### src/rtl/inst_req_ctrl_pkg.sv
// inst_req_ctrl_pkg -- shared definitions for the instruction-request path.
//   Pipeline bus widths, in-flight counter width, PC FIFO entry layout and
//   the fetch FSM state encoding used by inst_req_ctrl and inst_ost_fifo.
package inst_req_ctrl_pkg;

  // pipeline bus widths
  localparam int INST_W   = 32;
  localparam int DEF_PC_W = 32;

  // in-flight counters hold 0..4 (largest supported OST_DEPTH)
  localparam int OST_CNT_W = 3;

  // PC FIFO entry = {kill, pc}
  localparam int OST_KILL_W = 1;

  function automatic int ost_entry_w(input int pc_w);
    return pc_w + OST_KILL_W;
  endfunction

  typedef enum logic [0:0] {
    IDLE = 1'b0,
    HOLD = 1'b1
  } fetch_state_e;

endpackage

### src/rtl/inst_ost_fifo.sv
// inst_ost_fifo -- FIFO of PCs whose address phase finished but whose data
// has not yet returned. Each entry carries a kill flag; flush marks every
// stored entry as killed without removing it, so the matching data_ok can
// still be consumed in order.
// Ports:
//   clk, rst_n          clock, async active-low reset
//   push/push_pc/kill   enqueue {kill, pc} (ignored when full and not popping)
//   pop                 dequeue head (ignored when empty)
//   flush               set kill on all stored entries
//   head_pc/head_kill   current head entry
//   count               number of stored entries
module inst_ost_fifo
  import inst_req_ctrl_pkg::*;
#(
  parameter int DEPTH = 2,
  parameter int PC_W  = 32
) (
  input  logic                 clk,
  input  logic                 rst_n,
  input  logic                 push,
  input  logic [PC_W-1:0]      push_pc,
  input  logic                 push_kill,
  input  logic                 pop,
  input  logic                 flush,
  output logic [PC_W-1:0]      head_pc,
  output logic                 head_kill,
  output logic [OST_CNT_W-1:0] count
);

  localparam int ENT_W = ost_entry_w(PC_W);
  localparam int PTR_W = (DEPTH > 1) ? $clog2(DEPTH) : 1;

  logic [ENT_W-1:0] mem [DEPTH];
  logic [PTR_W-1:0] wr_ptr;
  logic [PTR_W-1:0] rd_ptr;
  logic             do_push;
  logic             do_pop;

  assign do_pop  = pop && (count != '0);
  assign do_push = push && ((count != OST_CNT_W'(DEPTH)) || do_pop);

  assign {head_kill, head_pc} = mem[rd_ptr];

  always_ff @(posedge clk or negedge rst_n) begin
    if (!rst_n) begin
      wr_ptr <= '0;
      rd_ptr <= '0;
      count  <= '0;
      for (int i = 0; i < DEPTH; i++) mem[i] <= '0;
    end else begin
      if (flush) begin
        for (int i = 0; i < DEPTH; i++) mem[i][ENT_W-1] <= 1'b1;
      end
      // pushed entry already carries flush in push_kill
      if (do_push) begin
        mem[wr_ptr] <= {push_kill, push_pc};
        wr_ptr      <= (wr_ptr == PTR_W'(DEPTH - 1)) ? '0 : wr_ptr + 1'b1;
      end
      if (do_pop) begin
        rd_ptr <= (rd_ptr == PTR_W'(DEPTH - 1)) ? '0 : rd_ptr + 1'b1;
      end
      case ({do_push, do_pop})
        2'b10:   count <= count + 1'b1;
        2'b01:   count <= count - 1'b1;
        default: count <= count;
      endcase
    end
  end

endmodule

### src/rtl/inst_req_ctrl.sv
// inst_req_ctrl -- instruction fetch request controller between PreIF and an
// SRAM-like instruction port. Holds one request at a time until addr_ok,
// tracks outstanding fetches in a PC FIFO, and buffers returned
// instructions for IF in request order. Flush kills everything in flight.
// Ports:
//   clk, rst_n                     clock, async active-low reset
//   fetch_req_i/fetch_pc_i         PreIF fetch request and address
//   fetch_acc_o                    fetch accepted this cycle
//   flush_i                        pipeline flush
//   inst_sram_*                    SRAM-like request/handshake/data
//   if_allowin_i                   IF accepts a response
//   resp_valid_o/pc_o/inst_o       head of response buffer
//   perf_issue_cnt_o, perf_kill_cnt_o  only with INST_REQ_PERF_EN defined
//
// state | meaning
// IDLE  | no request driven; may accept a fetch
// HOLD  | inst_sram_req_o=1, address frozen until addr_ok
module inst_req_ctrl
  import inst_req_ctrl_pkg::*;
#(
  parameter int OST_DEPTH = 2,
  parameter int PC_W      = DEF_PC_W
) (
  input  logic              clk,
  input  logic              rst_n,
  input  logic              fetch_req_i,
  input  logic [PC_W-1:0]   fetch_pc_i,
  output logic              fetch_acc_o,
  input  logic              flush_i,
  output logic              inst_sram_req_o,
  output logic [PC_W-1:0]   inst_sram_addr_o,
  input  logic              inst_sram_addr_ok_i,
  input  logic              inst_sram_data_ok_i,
  input  logic [INST_W-1:0] inst_sram_rdata_i,
  input  logic              if_allowin_i,
  output logic              resp_valid_o,
  output logic [PC_W-1:0]   resp_pc_o,
  output logic [INST_W-1:0] resp_inst_o
`ifdef INST_REQ_PERF_EN
  ,
  output logic [31:0]       perf_issue_cnt_o,
  output logic [31:0]       perf_kill_cnt_o
`endif
);

  // Two entries cover the default depth; deeper configurations grow the
  // buffer so an admitted fetch can never find it full on return.
  localparam int RB_DEPTH = (OST_DEPTH > 2) ? OST_DEPTH : 2;
  localparam int RB_PTR_W = $clog2(RB_DEPTH);
  localparam int SUM_W    = OST_CNT_W + 1;

  fetch_state_e          state, state_nxt;
  logic [PC_W-1:0]       addr_q;
  logic                  hold_kill;
  logic                  ost_push;
  logic                  ost_pop;
  logic                  head_kill;
  logic [PC_W-1:0]       head_pc;
  logic [OST_CNT_W-1:0]  ost_cnt;
  logic [OST_CNT_W-1:0]  rb_cnt;
  logic [SUM_W-1:0]      inflight;
  logic                  room;
  logic                  discard;
  logic                  rb_push;
  logic                  rb_pop;
  logic [RB_PTR_W-1:0]   rb_wr;
  logic [RB_PTR_W-1:0]   rb_rd;
  logic [PC_W-1:0]       rb_pc   [RB_DEPTH];
  logic [INST_W-1:0]     rb_inst [RB_DEPTH];

  assign inflight = {1'b0, ost_cnt} + {1'b0, rb_cnt};
  assign room     = inflight < SUM_W'(OST_DEPTH);

  always_ff @(posedge clk or negedge rst_n) begin
    if (!rst_n) state <= IDLE;
    else        state <= state_nxt;
  end

  // rst_n gates acceptance so fetch_acc_o stays low while reset is held
  always_comb begin
    state_nxt   = state;
    fetch_acc_o = 1'b0;
    ost_push    = 1'b0;
    case (state)
      IDLE: begin
        if (rst_n && fetch_req_i && !flush_i && room) begin
          fetch_acc_o = 1'b1;
          state_nxt   = HOLD;
        end
      end
      HOLD: begin
        if (inst_sram_addr_ok_i) begin
          ost_push  = 1'b1;
          state_nxt = IDLE;
        end
      end
      default: state_nxt = IDLE;
    endcase
  end

  always_ff @(posedge clk or negedge rst_n) begin
    if (!rst_n) begin
      addr_q    <= '0;
      hold_kill <= 1'b0;
    end else if (fetch_acc_o) begin
      addr_q    <= fetch_pc_i;
      hold_kill <= 1'b0;
    end else if (state == HOLD && flush_i) begin
      hold_kill <= 1'b1;
    end
  end

  assign inst_sram_req_o  = (state == HOLD);
  assign inst_sram_addr_o = addr_q;

  assign ost_pop = inst_sram_data_ok_i && (ost_cnt != '0);

  inst_ost_fifo #(
    .DEPTH (OST_DEPTH),
    .PC_W  (PC_W)
  ) u_ost_fifo (
    .clk       (clk),
    .rst_n     (rst_n),
    .push      (ost_push),
    .push_pc   (addr_q),
    .push_kill (hold_kill | flush_i),
    .pop       (ost_pop),
    .flush     (flush_i),
    .head_pc   (head_pc),
    .head_kill (head_kill),
    .count     (ost_cnt)
  );

  // a flush coinciding with data_ok kills the returning entry as well
  assign discard = head_kill || flush_i;
  assign rb_push = ost_pop && !discard;
  assign rb_pop  = resp_valid_o && if_allowin_i;

  always_ff @(posedge clk or negedge rst_n) begin
    if (!rst_n) begin
      rb_cnt <= '0;
      rb_wr  <= '0;
      rb_rd  <= '0;
      for (int i = 0; i < RB_DEPTH; i++) begin
        rb_pc[i]   <= '0;
        rb_inst[i] <= '0;
      end
    end else if (flush_i) begin
      rb_cnt <= '0;
      rb_wr  <= '0;
      rb_rd  <= '0;
    end else begin
      if (rb_push) begin
        rb_pc[rb_wr]   <= head_pc;
        rb_inst[rb_wr] <= inst_sram_rdata_i;
        rb_wr          <= (rb_wr == RB_PTR_W'(RB_DEPTH - 1)) ? '0 : rb_wr + 1'b1;
      end
      if (rb_pop) begin
        rb_rd <= (rb_rd == RB_PTR_W'(RB_DEPTH - 1)) ? '0 : rb_rd + 1'b1;
      end
      case ({rb_push, rb_pop})
        2'b10:   rb_cnt <= rb_cnt + 1'b1;
        2'b01:   rb_cnt <= rb_cnt - 1'b1;
        default: rb_cnt <= rb_cnt;
      endcase
    end
  end

  assign resp_valid_o = (rb_cnt != '0);
  assign resp_pc_o    = rb_pc[rb_rd];
  assign resp_inst_o  = rb_inst[rb_rd];

`ifdef INST_REQ_PERF_EN
  always_ff @(posedge clk or negedge rst_n) begin
    if (!rst_n) begin
      perf_issue_cnt_o <= '0;
      perf_kill_cnt_o  <= '0;
    end else begin
      if (ost_push)            perf_issue_cnt_o <= perf_issue_cnt_o + 32'd1;
      if (ost_pop && discard)  perf_kill_cnt_o  <= perf_kill_cnt_o + 32'd1;
    end
  end
`endif

endmodule

### config.mk
export PLATFORM = sky130hd
export DESIGN_NAME = inst_req_ctrl
export DESIGN_NICKNAME = d
export VERILOG_FILES = /design/src/rtl/inst_req_ctrl_pkg.sv /design/src/rtl/inst_ost_fifo.sv /design/src/rtl/inst_req_ctrl.sv
export SDC_FILE = /design/constraint.sdc
export NUM_CORES = 1
export LEC_CHECK = 0
export ABC_AREA = 1
export CORE_UTILIZATION = 35
export DETAILED_ROUTE_END_ITERATION = 8
export SYNTH_ARGS = -nofsm -noshare
export SYNTH_HDL_FRONTEND = slang
export SYNTH_SLANG_ARGS = --single-unit
export TNS_END_PERCENT = 1
### constraint.sdc
create_clock -name clk -period 3.9 [get_ports clk]
set_input_delay 0.78 -clock clk [delete_from_list [all_inputs] [get_ports clk]]
set_output_delay 0.78 -clock clk [all_outputs]
set_load 0.01 [all_outputs]
==> summary.md <==
| Metric | Value |
|---|---|
| Run status | `finished, final reports clean` |
| Post-synth top cells | `502 x nand2_1, 241 x o21ai_0, 238 x dfrtp_1, 112 x inv_1, 55 x o21ai_1` |
| Crit-path leading delay family | `buffers and inverters` |
| Mapped Avg Cell Area | `just over 8 µm²` |
| Post-synth EDFFs | `0` |
| Post-CTS Repair Setup Buffers | `0` |
| Pin count of the biggest net entering global routing | `roughly 180` |
| Fmax | `between 200 and 300 MHz` |
| # IOs | `170` |
| Share of cells above drive strength 1 | `0.0476` |
| Final Hold Viols | `0` |
| Die H | `between 150 and 200 µm` |
| Maximum VDD drop | `0.349 mV` |
| Dpl cells | `1766` |
| Initial drt markers | `about 700` |
| Sequential area share after synthesis | `0.570` |
| Slew at the pin closest to its max-slew limit | `1.02 ns` |
| Area leader, netlist | `dfrtp_1` |
| Power density over the cells | `around 780 nW/µm²` |
| CP Capture Type | `output pin` |
| Area Growth Syn to Fin | `27.5%` |
| Top_reg_cell synth | `dfrtp_1` |
| CP cell instances | `buf_4 -> nand2_1 -> o21ai_0 -> clkdlybuf4s50_1` |
| DR pass1 iterations | `5` |
| Final setup fails | `0` |
| Fin. max-slew vios | `0` |
| FP Rows | `62` |
| I/O Buffers | `approximately 170` |
| Die area | `~31000 µm²` |
| WP buf/inv | `2` |
| CTS tree | `built` |
| Slowest-stage cell, CP | `dfrtp_4` |
| Synthesized instance count | `between 1000 and 1500` |
| Post-DP HPWL | `approximately 16000 µm` |
| RSZ-0062 raised after global routing | `false` |
| Place WS | `0.691 ns` |
| CP peak stage delay | `0.91 ns` |
| Worst Skew | `around 0.019 ns` |
| Slew HR | `0.322` |
| Synth warn | `0` |
| Min cycle time layout | `around 3.5 ns` |
| Final GP Congestion | `0.778` |
| Top-area cell type share of the netlist area | `0.570` |
| Via Count | `~8400` |
| Leak pwr | `about 6.3 nW` |
| TritonCTS buffer count | `28` |
| Clock net sink count | `between 200 and 250` |
| Req. time, crit path | `3.12 ns` |
| Placed instance area | `around 12000 µm²` |
| Worst-Skew Late Latency | `approximately 0.54 ns` |
| Critical-path maximum fanout | `80` |
| Vias in the first global route | `approximately 8000` |
| Worst setup margin | `around 0.38 ns` |
| Overall power | `a little over 10 mW` |
| Reg2reg start | `u_ost_fifo.count[0]` |
| CTS Buffer Depth | `3` |
| FFs w/ async S/R, synth | `1.00` |
| Die X | `between 150 and 200 µm` |
| Initial antenna violation count | `0` |
| GRT Total Usage | `0.171` |
| Post-layout util | `0.460` |
| First-pass GRT wire length | `around 42000 µm` |
| Hold slack final | `0.398 ns` |
| Period utilization | `0.903` |
| WL final | `25600 µm` |
| CTS clock-pin slew for the worst setup and hold paths | `approximately 0.060 ns` |
| Flops & latches, synth | `around 240` |
| Post-CTS Resized | `0` |
| Vias per cell | `roughly 4.6` |
| Net Count, Synth | `1352` |
| # hold bufs at CTS | `0` |
| Avg WL per Cell | `approximately 14 µm` |
| Nets | `between 1000 and 1500` |
| Synth area leaders | `dfrtp_1 57%, nand2_1 18%, o21ai_0 12%` |
| Post-route ant nets | `0` |
| WS Path Type | `register to output pin` |
| Htree depth | `1` |
| Initial Util | `0.360` |
| Core Area | `29000 µm²` |
| Post-Syn Area | `about 10000 µm²` |
| Fin cells | `between 1500 and 2000` |
| Origin of the worst setup path | `rb_rd` |
| Setup tns final | `0 ns` |
| HP Class | `primary input to asynchronous set/reset pin` |
| # DRC | `0` |
| CP startpoint kind | `register` |
| GRT overflow | `0` |
| WP data arrival | `roughly 2.7 ns` |
| Most frequent cell after synthesis | `nand2_1` |
| Root buffer selected by CTS | `clkbuf_16` |
| Design Area, Final | `about 13000 µm²` |
| Cell variety after synth | `28` |
| ANT cells | `0` |
| Max_cap viols | `0` |
sequential cells by signal, summed over array words and instances, names as in the netlist:
| signal | flops |
|---|---|
| u_ost_fifo.rd_ptr | 1 |
| u_ost_fifo.mem | 66 |
| u_ost_fifo.wr_ptr | 1 |
| rb_cnt | 3 |
| rb_inst | 64 |
| inst_sram_req_o | 1 |
| hold_kill | 1 |
| rb_pc | 64 |
| inst_sram_addr_o | 32 |
| u_ost_fifo.count | 3 |
| rb_wr | 1 |
| rb_rd | 1 |
layer usage:
metal,up-vias,track usage,wire [µm]
met1,3853,0.268,13400
met4,0,0.0435,567
li1,4280,-,-
met3,36,0.0268,1210
met5,-,0,0
met2,194,0.242,10400
power by group:
group          leakage [nW]  switching (mW)  internal, mW
clock network         0.429           0.990          1.52
logic                  2.81            2.08          1.62
registers              3.07           0.614          3.54
total                  6.31            3.68          6.68
worst paths after layout:
kind	to	slack (ns)	cells past startpoint
max in group asynchronous	rb_rd	2.03	3
worst min-delay path	rb_inst[32]	0.40	2
worst max register to register	u_ost_fifo.count[2]	1.72	9
worst max-delay path	resp_inst_o[2]	0.38	4
worst min register to register	rb_inst[5]	0.48	2
min in group clk	rb_inst[5]	0.48	2
cell type report:
| cell class | instances | area [µm²] |
|---|---|---|
| clock buffer | 42 | 793 |
| multi-input combinational | 845 | 3720 |
| inverter | 115 | 434 |
| timing repair buffer | 184 | 1850 |
| fill | 2863 | 15700 |
| clock inverter | 6 | 93.8 |
| sequential | 238 | 5960 |
| tap | 384 | 480 |
cells by family (layout without fill, tap and decap cells):
logic type	after synthesis	count (layout)	synth area share
simple gates	533	533	0.196
xor+xnor	4	4	0.00335
fa+ha+maj	6	6	0.00933
flops	238	238	0.570
compound gates	302	302	0.146
buf+inv	192	347	0.0753
worst register-to-register path, cell delays in order (launching register included):
cell and delay (ns):
dfrtp_1 0.45, nor2_2 0.22, nand3_1 0.11, nand2_2 0.22, ha_1 0.20, inv_1 0.07, fa_1 0.39, a21oi_1 0.14
o21ai_0 0.11, xnor2_1 0.14
cell usage in the layout, fill, tap and decap left out, drive strengths merged, types with 4 or more instances in the layout:
cell	netlist	final
a21oi	4	4
buf	34	16
clkbuf	43	42
clkdlybuf4s50	0	168
clkinv	1	4
dfrtp	238	238
inv	114	114
nand2	505	505
nand3	8	8
nand4	4	4
nor2	16	16
o21ai	296	296
No activity file was read; power rests on OpenSTA's default activity.
